### config.mk
export PLATFORM = sky130hd
export DESIGN_NAME = mem_wb_stage
export DESIGN_NICKNAME = d
export VERILOG_FILES = /design/src/rtl/mem_wb_stage_pkg.sv /design/src/rtl/mem_wb_stage_load_align.sv /design/src/rtl/mem_wb_stage.sv
export SDC_FILE = /design/constraint.sdc
export NUM_CORES = 1
export LEC_CHECK = 0
export ABC_CLOCK_PERIOD_IN_PS = 2820
export CAP_MARGIN = 20
export CORE_UTILIZATION = 45
export CTS_BUF_LIST = sky130_fd_sc_hd__clkbuf_8
export CTS_CLUSTER_SIZE = 40
export DETAILED_ROUTE_END_ITERATION = 10
export GPL_TIMING_DRIVEN = 0
export HOLD_SLACK_MARGIN = 0.12
export PLACE_DENSITY = 0.79
export RECOVER_POWER = 100
export SETUP_SLACK_MARGIN = 0.2
export SLEW_MARGIN = 20
export SYNTH_ARGS = -nofsm -noshare
export SYNTH_HDL_FRONTEND = slang
export SYNTH_SLANG_ARGS = --single-unit
### constraint.sdc
create_clock -name clk -period 2.82 [get_ports clk]
set_input_delay 0.282 -clock clk [delete_from_list [all_inputs] [get_ports clk]]
set_output_delay 0.282 -clock clk [all_outputs]
set_load 0.02 [all_outputs]
### src/rtl/mem_wb_stage_pkg.sv
// Shared encodings for the MEM/WB stage: memory op codes, FSM states, bus widths
// and lane-select helpers.
package mem_wb_stage_pkg;

    localparam int   REG_BUS_W     = 32;
    localparam int   REG_ADDR_W    = 5;
    localparam logic RST_ENABLE    = 1'b1;
    localparam logic WRITE_ENABLE  = 1'b1;
    localparam logic WRITE_DISABLE = 1'b0;

    typedef enum logic [3:0] {
        OP_ALU = 4'd0,
        OP_LB  = 4'd1,
        OP_LBU = 4'd2,
        OP_LH  = 4'd3,
        OP_LHU = 4'd4,
        OP_LW  = 4'd5,
        OP_SB  = 4'd6,
        OP_SH  = 4'd7,
        OP_SW  = 4'd8
    } mem_op_e;

    typedef enum logic [1:0] {
        ST_IDLE = 2'd0,
        ST_WAIT = 2'd1,
        ST_HOLD = 2'd2
    } mem_state_e;

    function automatic logic is_load(input logic [3:0] op);
        case (op)
            OP_LB, OP_LBU, OP_LH, OP_LHU, OP_LW: return 1'b1;
            default:                             return 1'b0;
        endcase
    endfunction

    function automatic logic is_store(input logic [3:0] op);
        case (op)
            OP_SB, OP_SH, OP_SW: return 1'b1;
            default:             return 1'b0;
        endcase
    endfunction

    // Big-endian lane select: bit 3 is byte offset 0; halfword uses offset[1] only.
    function automatic logic [3:0] lane_sel(input logic [3:0] op, input logic [1:0] off);
        case (op)
            OP_LB, OP_LBU, OP_SB: return 4'b1000 >> off;
            OP_LH, OP_LHU, OP_SH: return off[1] ? 4'b0011 : 4'b1100;
            OP_LW, OP_SW:         return 4'b1111;
            default:              return 4'b0000;
        endcase
    endfunction

endpackage

### src/rtl/mem_wb_stage_load_align.sv
// Combinational big-endian load extraction: picks the byte/halfword lane and
// sign- or zero-extends it to a full register word.
module mem_wb_stage_load_align
    import mem_wb_stage_pkg::*;
(
    input  logic [3:0]           op,
    input  logic [1:0]           offset,
    input  logic [REG_BUS_W-1:0] rdata,
    output logic [REG_BUS_W-1:0] data
);

    logic [7:0]  byte_s;
    logic [15:0] half_s;

    // Lane extraction: offset 0 is the most significant byte
    always_comb begin
        byte_s = 8'h00;
        case (offset)
            2'd0:    byte_s = rdata[31:24];
            2'd1:    byte_s = rdata[23:16];
            2'd2:    byte_s = rdata[15:8];
            2'd3:    byte_s = rdata[7:0];
            default: byte_s = 8'h00;
        endcase
        if (offset[1]) begin
            half_s = rdata[15:0];
        end else begin
            half_s = rdata[31:16];
        end
    end

    // Width extension according to the load flavour
    always_comb begin
        data = rdata;
        case (op)
            OP_LB:   data = {{24{byte_s[7]}}, byte_s};
            OP_LBU:  data = {24'h000000, byte_s};
            OP_LH:   data = {{16{half_s[15]}}, half_s};
            OP_LHU:  data = {16'h0000, half_s};
            OP_LW:   data = rdata;
            default: data = rdata;
        endcase
    end

endmodule

### src/rtl/mem_wb_stage.sv
// Memory-access stage and MEM/WB pipeline register with req/ack data-memory handshake.
// Optional macro MEM_ALIGN_EXC_EN adds excp_align_o and suppresses misaligned accesses.
module mem_wb_stage
    import mem_wb_stage_pkg::*;
#(
    parameter int                   DM_SEL_W   = 4,
    parameter logic [REG_BUS_W-1:0] RESULT_RST = 32'h0
) (
    input  logic                  clk,
    input  logic                  rst,
    input  logic                  stall_i,
    input  logic                  flush_i,
    input  logic                  mem_wreg_i,
    input  logic [REG_ADDR_W-1:0] mem_wd_i,
    input  logic [REG_BUS_W-1:0]  mem_wdata_i,
    input  logic [3:0]            mem_op_i,
    input  logic [31:0]           mem_addr_i,
    input  logic [REG_BUS_W-1:0]  mem_sdata_i,
    output logic                  dm_req_o,
    output logic                  dm_we_o,
    output logic [31:0]           dm_addr_o,
    output logic [DM_SEL_W-1:0]   dm_sel_o,
    output logic [REG_BUS_W-1:0]  dm_wdata_o,
    input  logic [REG_BUS_W-1:0]  dm_rdata_i,
    input  logic                  dm_ack_i,
    output logic                  fwd_wreg_o,
    output logic [REG_ADDR_W-1:0] fwd_wd_o,
    output logic [REG_BUS_W-1:0]  fwd_wdata_o,
    output logic                  stallreq_o,
    output logic                  wb_wreg_o,
    output logic [REG_ADDR_W-1:0] wb_wd_o,
    output logic [REG_BUS_W-1:0]  wb_wdata_o
`ifdef MEM_ALIGN_EXC_EN
    ,
    output logic                  excp_align_o
`endif
);

    mem_state_e            state_r;
    logic                  misalign_s;
    logic                  is_load_s;
    logic                  is_store_s;
    logic                  mem_op_s;
    logic                  stallreq_s;
    logic [DM_SEL_W-1:0]   sel_s;
    logic [REG_BUS_W-1:0]  sdata_s;
    logic [REG_BUS_W-1:0]  aligned_s;
    logic [REG_BUS_W-1:0]  hold_data_r;
    logic [29:0]           req_addr_r;
    logic [DM_SEL_W-1:0]   req_sel_r;
    logic [REG_BUS_W-1:0]  req_wdata_r;
    logic                  req_we_r;

`ifdef MEM_ALIGN_EXC_EN
    logic                  excp_r;

    // Misalignment detection for halfword and word accesses
    always_comb begin
        misalign_s = 1'b0;
        case (mem_op_i)
            OP_LH, OP_LHU, OP_SH: misalign_s = mem_addr_i[0];
            OP_LW, OP_SW:         misalign_s = |mem_addr_i[1:0];
            default:              misalign_s = 1'b0;
        endcase
    end

    // Exception pulse registered as the offending instruction enters WB
    always_ff @(posedge clk) begin
        if (rst == RST_ENABLE) begin
            excp_r <= 1'b0;
        end else if (flush_i || stall_i) begin
            excp_r <= 1'b0;
        end else begin
            excp_r <= misalign_s;
        end
    end

    assign excp_align_o = excp_r;
`else
    // Low address bits below the access size are ignored by lane_sel and load_align
    assign misalign_s = 1'b0;
`endif

    assign is_load_s  = is_load(mem_op_i) & ~misalign_s;
    assign is_store_s = is_store(mem_op_i) & ~misalign_s;
    assign mem_op_s   = is_load_s | is_store_s;
    assign sel_s      = DM_SEL_W'(lane_sel(mem_op_i, mem_addr_i[1:0]));

    // A stall is needed whenever an access is in flight without its acknowledge
    assign stallreq_s = (((state_r == ST_IDLE) && mem_op_s) || (state_r == ST_WAIT)) && !dm_ack_i;
    assign stallreq_o = stallreq_s;

    mem_wb_stage_load_align u_load_align (
        .op     (mem_op_i),
        .offset (mem_addr_i[1:0]),
        .rdata  (dm_rdata_i),
        .data   (aligned_s)
    );

    // Store data replicated into every lane the select may enable
    always_comb begin
        sdata_s = 32'h0;
        case (mem_op_i)
            OP_SB:   sdata_s = {4{mem_sdata_i[7:0]}};
            OP_SH:   sdata_s = {2{mem_sdata_i[15:0]}};
            OP_SW:   sdata_s = mem_sdata_i;
            default: sdata_s = 32'h0;
        endcase
    end

    // Data-memory port: live request in IDLE, captured request replayed in WAIT
    always_comb begin
        dm_req_o   = 1'b0;
        dm_we_o    = 1'b0;
        dm_addr_o  = {mem_addr_i[31:2], 2'b00};
        dm_sel_o   = '0;
        dm_wdata_o = 32'h0;
        case (state_r)
            ST_IDLE: begin
                if (mem_op_s) begin
                    dm_req_o   = 1'b1;
                    dm_we_o    = is_store_s;
                    dm_sel_o   = sel_s;
                    dm_wdata_o = sdata_s;
                end else begin
                    dm_req_o   = 1'b0;
                    dm_we_o    = 1'b0;
                end
            end
            ST_WAIT: begin
                dm_req_o   = 1'b1;
                dm_we_o    = req_we_r;
                dm_addr_o  = {req_addr_r, 2'b00};
                dm_sel_o   = req_sel_r;
                dm_wdata_o = req_wdata_r;
            end
            ST_HOLD: dm_req_o = 1'b0;
            default: dm_req_o = 1'b0;
        endcase
    end

    // Forwarding values: loads are only valid once data is acknowledged or held
    always_comb begin
        fwd_wreg_o  = mem_wreg_i;
        fwd_wd_o    = mem_wd_i;
        fwd_wdata_o = mem_wdata_i;
        if (is_store_s || misalign_s) begin
            fwd_wreg_o = WRITE_DISABLE;
        end else if (is_load_s) begin
            if (state_r == ST_HOLD) begin
                fwd_wdata_o = hold_data_r;
            end else if (dm_ack_i) begin
                fwd_wdata_o = aligned_s;
            end else begin
                fwd_wreg_o  = WRITE_DISABLE;
                fwd_wdata_o = aligned_s;
            end
        end else begin
            fwd_wreg_o = mem_wreg_i;
        end
    end

    // Handshake FSM with request capture and held load result
    always_ff @(posedge clk) begin
        if (rst == RST_ENABLE) begin
            state_r     <= ST_IDLE;
            hold_data_r <= 32'h0;
            req_addr_r  <= 30'h0;
            req_sel_r   <= '0;
            req_wdata_r <= 32'h0;
            req_we_r    <= 1'b0;
        end else if (flush_i) begin
            state_r <= ST_IDLE;
        end else begin
            case (state_r)
                ST_IDLE: begin
                    if (mem_op_s) begin
                        if (dm_ack_i) begin
                            if (stall_i) begin
                                state_r     <= ST_HOLD;
                                hold_data_r <= aligned_s;
                            end
                        end else begin
                            state_r     <= ST_WAIT;
                            req_addr_r  <= mem_addr_i[31:2];
                            req_sel_r   <= sel_s;
                            req_wdata_r <= sdata_s;
                            req_we_r    <= is_store_s;
                        end
                    end
                end
                ST_WAIT: begin
                    if (dm_ack_i) begin
                        if (stall_i) begin
                            state_r     <= ST_HOLD;
                            hold_data_r <= aligned_s;
                        end else begin
                            state_r <= ST_IDLE;
                        end
                    end
                end
                ST_HOLD: begin
                    if (!stall_i) begin
                        state_r <= ST_IDLE;
                    end
                end
                default: state_r <= ST_IDLE;
            endcase
        end
    end

    // MEM/WB register; an outstanding access retires a bubble so WB never repeats
    always_ff @(posedge clk) begin
        if (rst == RST_ENABLE) begin
            wb_wreg_o  <= WRITE_DISABLE;
            wb_wd_o    <= 5'd0;
            wb_wdata_o <= RESULT_RST;
        end else if (flush_i || stallreq_s) begin
            wb_wreg_o  <= WRITE_DISABLE;
            wb_wd_o    <= 5'd0;
            wb_wdata_o <= RESULT_RST;
        end else if (!stall_i) begin
            wb_wreg_o  <= (fwd_wreg_o == WRITE_ENABLE);
            wb_wd_o    <= fwd_wd_o;
            wb_wdata_o <= fwd_wdata_o;
        end
    end

endmodule

* Yosys cells after proc, flatten, opt, wreduce, memory -nomap -nowiden
Cells that the tools add are included.
** Storage, ports and cells
- Register bits :: 139
- Input port bits :: 143
- Logic and storage cells :: 83
** Operators by class
- Equality and inequality tests :: 17
- Shift-type cells :: 1
- Multiplexer cells :: 35
- Bitwise logic cells :: 3
- Reduce and logical (&&, ||, !) cells :: 18
** Operators by type and width (number)
- $mux 32 :: 8
- $pmux 32 s2 :: 2
- $pmux 32 s4 :: 1
- $pmux 32 s3 :: 1
- $pmux 8 s4 :: 1
- $eq 4x3->1 const B :: 4
- $mux 16 :: 1
- $mux 2 :: 6
- $pmux 4 s3 :: 1
- $reduce_or 3->1 :: 3
- $eq 4x2->1 const B :: 2
- $mux 1 :: 8
- $mux 4 :: 2
- $pmux 4 s2 :: 1
- $reduce_and 4->1 :: 2
- $eq 2x2->1 const B :: 3
- $ne 2x2->1 const B :: 3
- $pmux 2 s3 :: 1
- $reduce_or 2->1 :: 3
- $reduce_or 5->1 :: 1
- $eq 2x1->1 const B :: 2
- $eq 4x1->1 const B :: 1
- $eq 4x4->1 const B :: 1
- $logic_not 2->1 :: 2
- other kinds (10) :: 14

* Depth between registers and ports, before layout
- Depth after elaboration :: 9
- Depth in mapped cells :: 9
- Gate-level depth less buffers :: 5

* Cells and area by module
A second synthesis with hierarchy kept.
** Unflattened totals
- Cells, all modules :: 1080
- Area total of the unflattened synthesis :: 8813.5 sq um
** Modules (own cells, without submodules)
- mem_wb_stage :: instances 1, cells an instance 981, area each 7947.6 sq um
- mem_wb_stage_load_align :: instances 1, cells an instance 99, area each 865.8 sq um

* Worst setup path after synthesis
No wires, ideal clock.
- Kind :: input -> output
- Start :: in mem_op_i[1]
- End :: out fwd_wdata_o[0]
- Arrival time :: 1.980 ns
- Required time :: 2.538 ns
- Slack :: 0.558 ns
- Cell stages on the path :: 7
- Buffers on the path :: 2
- Cell sequence :: buf_2 > o21ai_0 > or3b_2 > buf_2 > a31oi_1 > o21ai_0 > o21ai_0
** On the way
- Word-level cells in the longest chain between the ends :: 5
** RTL lines
- start: declaration :: line mem_wb_stage.sv:16 : input logic [3:0] mem_op_i,
- $eq 4x3->1 (tied with other cells) :: line mem_wb_stage_pkg.sv:30, mem_wb_stage_load_align.sv:35
- $pmux 32 s4 / $reduce_or 5->1 (equally long branches) :: line mem_wb_stage_load_align.sv:35, mem_wb_stage_pkg.sv:30
- $mux 32 / $mux 1 (equally long branches) :: line mem_wb_stage.sv:150, mem_wb_stage_pkg.sv:30
- $mux 32 :: line mem_wb_stage.sv:149 : end else if (is_load_s) begin
- $mux 32 * :: line mem_wb_stage.sv:147 : if (is_store_s || misalign_s) begin
- end: declaration :: line mem_wb_stage.sv:28 : output logic [REG_BUS_W-1:0] fwd_wdata_o,
Mark *: on every way between the ends. The rest lies on a longest branch, timed or not.

* Worst setup path after layout
- Start :: in dm_rdata_i[31]
- End :: out fwd_wdata_o[18]
** On the way
- Word-level cells in the longest chain between the ends :: 5
** RTL lines
- start: declaration :: line mem_wb_stage.sv:24 : input logic [REG_BUS_W-1:0] dm_rdata_i,
- $pmux 8 s4 / $mux 16 (equally long branches) :: line mem_wb_stage_load_align.sv:18, mem_wb_stage_load_align.sv:25
- $pmux 32 s4 * :: line mem_wb_stage_load_align.sv:35 : case (op)
- $mux 32 * :: line mem_wb_stage.sv:150 : if (state_r == ST_HOLD) begin
- $mux 32 * :: line mem_wb_stage.sv:149
- $mux 32 * :: line mem_wb_stage.sv:147
Marked as above.

==> results_dict.tcl <==
set metrics [dict create \
    place_congestion 0.990 \
    tightest_slew_ps 1220 \
    yosys_warnings 0 \
    grt-busiest-layer "met2" \
    async_flop_share_pct 0 \
    critPathArrivalTime_ps 2460 \
    p_per_area_mw_per_mm2 429 \
    mostFrequentLayoutCells "252 x nand2_1, 138 x dfxtp_1, 133 x clkdlybuf4s50_1, 118 x nor2_1, 86 x a21oi_1" \
    num-nets-final 1681 \
    dieArea_mm2 0.0199 \
    fp.dieW_um 141 \
    clk_latency_ps 470 \
    grt_usage_pct 34.2 \
    grt_start_max_net_pins 17 \
    grt.met1_usage_pct 44.0 \
    grt_pass1_wl_um 53100 \
    drc 0 \
    detail-route-antenna-nets 0 \
    grt_antenna_before_repair 2 \
    seq_area_frac_synth_pct 31.9 \
    syn2layout_area_growth_pct 46.2 \
    cp_slowest_cell "dlygate4sd3_1" \
    cts-buffers-inserted 17 \
    hpwl_um 25600 \
    postLayoutCoreUtil_pct 67.7 \
    grt_pass1_vias 9965 \
    slew_viol_final 0 \
    start_kind "input port" \
    critical_path_required_ps 2540 \
    period_needed_ps 2740 \
    syn_area_mm2 0.00872 \
    ctsHoldBuffers 0 \
    grt_use_met2_pct 54.1 \
    vias_per_cell 5.84 \
    clkTransAtPathRegs_ps 80 \
    synth_compound_area_share_pct 29.0 \
    hold_path.class "in -> reg" \
    worstPathCellList "dlygate4sd3_1 -> mux4_2 -> a21oi_4 -> buf_6 -> a21oi_2 -> a21o_1 -> clkdlybuf4s25_1" \
    drv_cap 0 \
    start_util_pct 46.3 \
    cts.sinks 139 \
    min_period_over_period_pct 97.3 \
    root_buffer "clkbuf_8" \
    dr.pass1.iters 6 \
    finalHoldViolCount 0 \
    irDropWorstVdd_mv 0.323 \
    total_power_mw 5.46 \
    leakage_nw 5.35 \
    drtIter0Drc 1239 \
    cts_tree "yes" \
    final_common_cell "nand2_1" \
    critPathMaxStageDelay_ps 630 \
    crit_path_max_fanout 10 \
    layout-drive-gt1-share_pct 14.4 \
    synth_cell_types 60 \
    worst_setup_path_end_kind "primary output" \
    wl_per_cell_um 18.9 \
    synth-simple-area-share_pct 23.9 \
    core-area_mm2 0.0188 \
    fin_hold_ws_ps 391 \
    synth_area_per_cell_um2 7.17 \
    via_count 10599 \
    die_h_um 141 \
    synth-edff-count 0 \
    h-tree-depth 4 \
    setup_viol 0 \
    slew_headroom_pct 18.2 \
    portBuffers 285 \
    status "completed" \
    rsz0062_at_grt "yes" \
    synth_top_family_by_area "compound AO/OA/AOI/OAI gates" \
    ys_ff_latch 139 \
    io_pins 290 \
    max_freq_ghz 0.364 \
    worstSetupPathType "in -> out" \
    skew_ps 11.3 \
    synth-xor-area-share_pct 0.100 \
    ctsLongestPathBuffers 2 \
    fp-row-count 50 \
    synth_fa_ha_area_share_pct 0 \
    drt-total-wl_um 34300 \
    overflow 0 \
    synthCells 1215 \
    synthMuxAreaShare_pct 7.87 \
    synthFlopType "dfxtp_1" \
    grt_use_met3_pct 8.76 \
]
[synthesized netlist by cell type, drive strengths merged (2+ instances only)]
| cell type | n | area, µm² |
|---|---|---|
| nand2 | 256 | 963 |
| dfxtp | 139 | 2780 |
| nor2 | 121 | 454 |
| o21ai | 112 | 561 |
| a21oi | 102 | 522 |
| clkbuf | 66 | 248 |
| buf | 54 | 305 |
| mux2i | 46 | 460 |
| a22oi | 40 | 300 |
| nor2b | 30 | 188 |
| nand3 | 25 | 130 |
| a22o | 24 | 210 |
| a211oi | 22 | 165 |
| inv | 19 | 71.3 |
| a21o | 18 | 135 |
| a31oi | 16 | 100 |
| o211ai | 16 | 120 |
| nor3 | 12 | 75.1 |
| mux4 | 9 | 203 |
| or3 | 9 | 56.3 |
| a21boi | 8 | 60.1 |
| a221oi | 8 | 70.1 |
| a2bb2oi | 8 | 70.1 |
| o221ai | 8 | 70.1 |
| o22ai | 8 | 50.1 |
| nand2b | 5 | 31.3 |
| o21a | 4 | 30.0 |
| and2 | 3 | 21.3 |
| nor3b | 3 | 27.5 |
| nor4b | 3 | 26.3 |
| and3b | 2 | 17.5 |
| mux2 | 2 | 22.5 |
| nor4 | 2 | 33.8 |
| or4b | 2 | 20.0 |
[per-layer routing]
metal	share of wire (%)	wire length, µm
met2	45	15600
met4	3.9	1320
met3	10	3540
met1	41	13900
met5	0	0
[power by group]
group	switching, mW	internal [mW]
Sequential	0.0349	2.03
Clock	0.871	0.964
Combinational	0.910	0.654
Total	1.82	3.65
[flip-flops by register name (all words and copies together) (netlist names)]
signal / cells
hold_data_r: 32
req_addr_r: 30
req_sel_r: 4
req_wdata_r: 32
req_we_r: 1
state_r: 2
wb_wd_o: 5
wb_wdata_o: 32
wb_wreg_o: 1
[critical path: cells and delay by family]
kind / cells / cell delay (ps)
compound gates: 3 / 450
buf+inv: 3 / 1180
mux: 1 / 560
[per-stage QoR]
step	setup WS (ps)	TNS (ps)	instance area, µm²	std cells
global route	63.4	0	12700	1813
CTS	23.1	0	12700	1803
global placement	-996	-53360	11900	1761
finish	76.3	0	12700	1814
floorplan	558	0	8720	1216
detailed placement	-971	-53290	11900	1761
[cell type report]
class,instances,area [µm²]
Antenna cell,3,7.51
Fill cell,1641,6090
Timing Repair Buffer,303,2780
Sequential cell,139,2790
Clock buffer,17,234
Buffer,120,694
Tap cell,260,325
Multi-Input combinational cell,938,5650
Inverter,19,71.3
Clock inverter,15,198
[what timing repair did]
| action | CTS | global route |
|---|---|---|
| gates cloned | 1 | 0 |
| buffers inserted | 9 | 8 |
| resized for setup | 332 | 104 |
| pin swaps | 6 | 5 |
| endpoints found under the setup margin | 102 | 102 |
[worst paths after layout]
path,start,to,slack (ps),cells after the start
setup / recovery,dm_rdata_i[31],fwd_wdata_o[18],80,7
hold / removal,mem_addr_i[29],req_addr_r[27],390,3
setup reg to reg,state_r[1],req_wdata_r[21],140,6
hold reg to reg,hold_data_r[4],hold_data_r[4],460,2
[cells by family (layout without fill, tap and decap cells)]
kind of cell              count (synthesis)  after routing
AOI/OAI and AO/OA                       400            400
xor gates and xnor gates                  1              1
buffers and inverters                   139            474
DFF                                     139            139
muxes                                    57             57
other                                     1              5
and+or+nand+nor                         478            478
No activity file was read; power rests on OpenSTA's default activity.
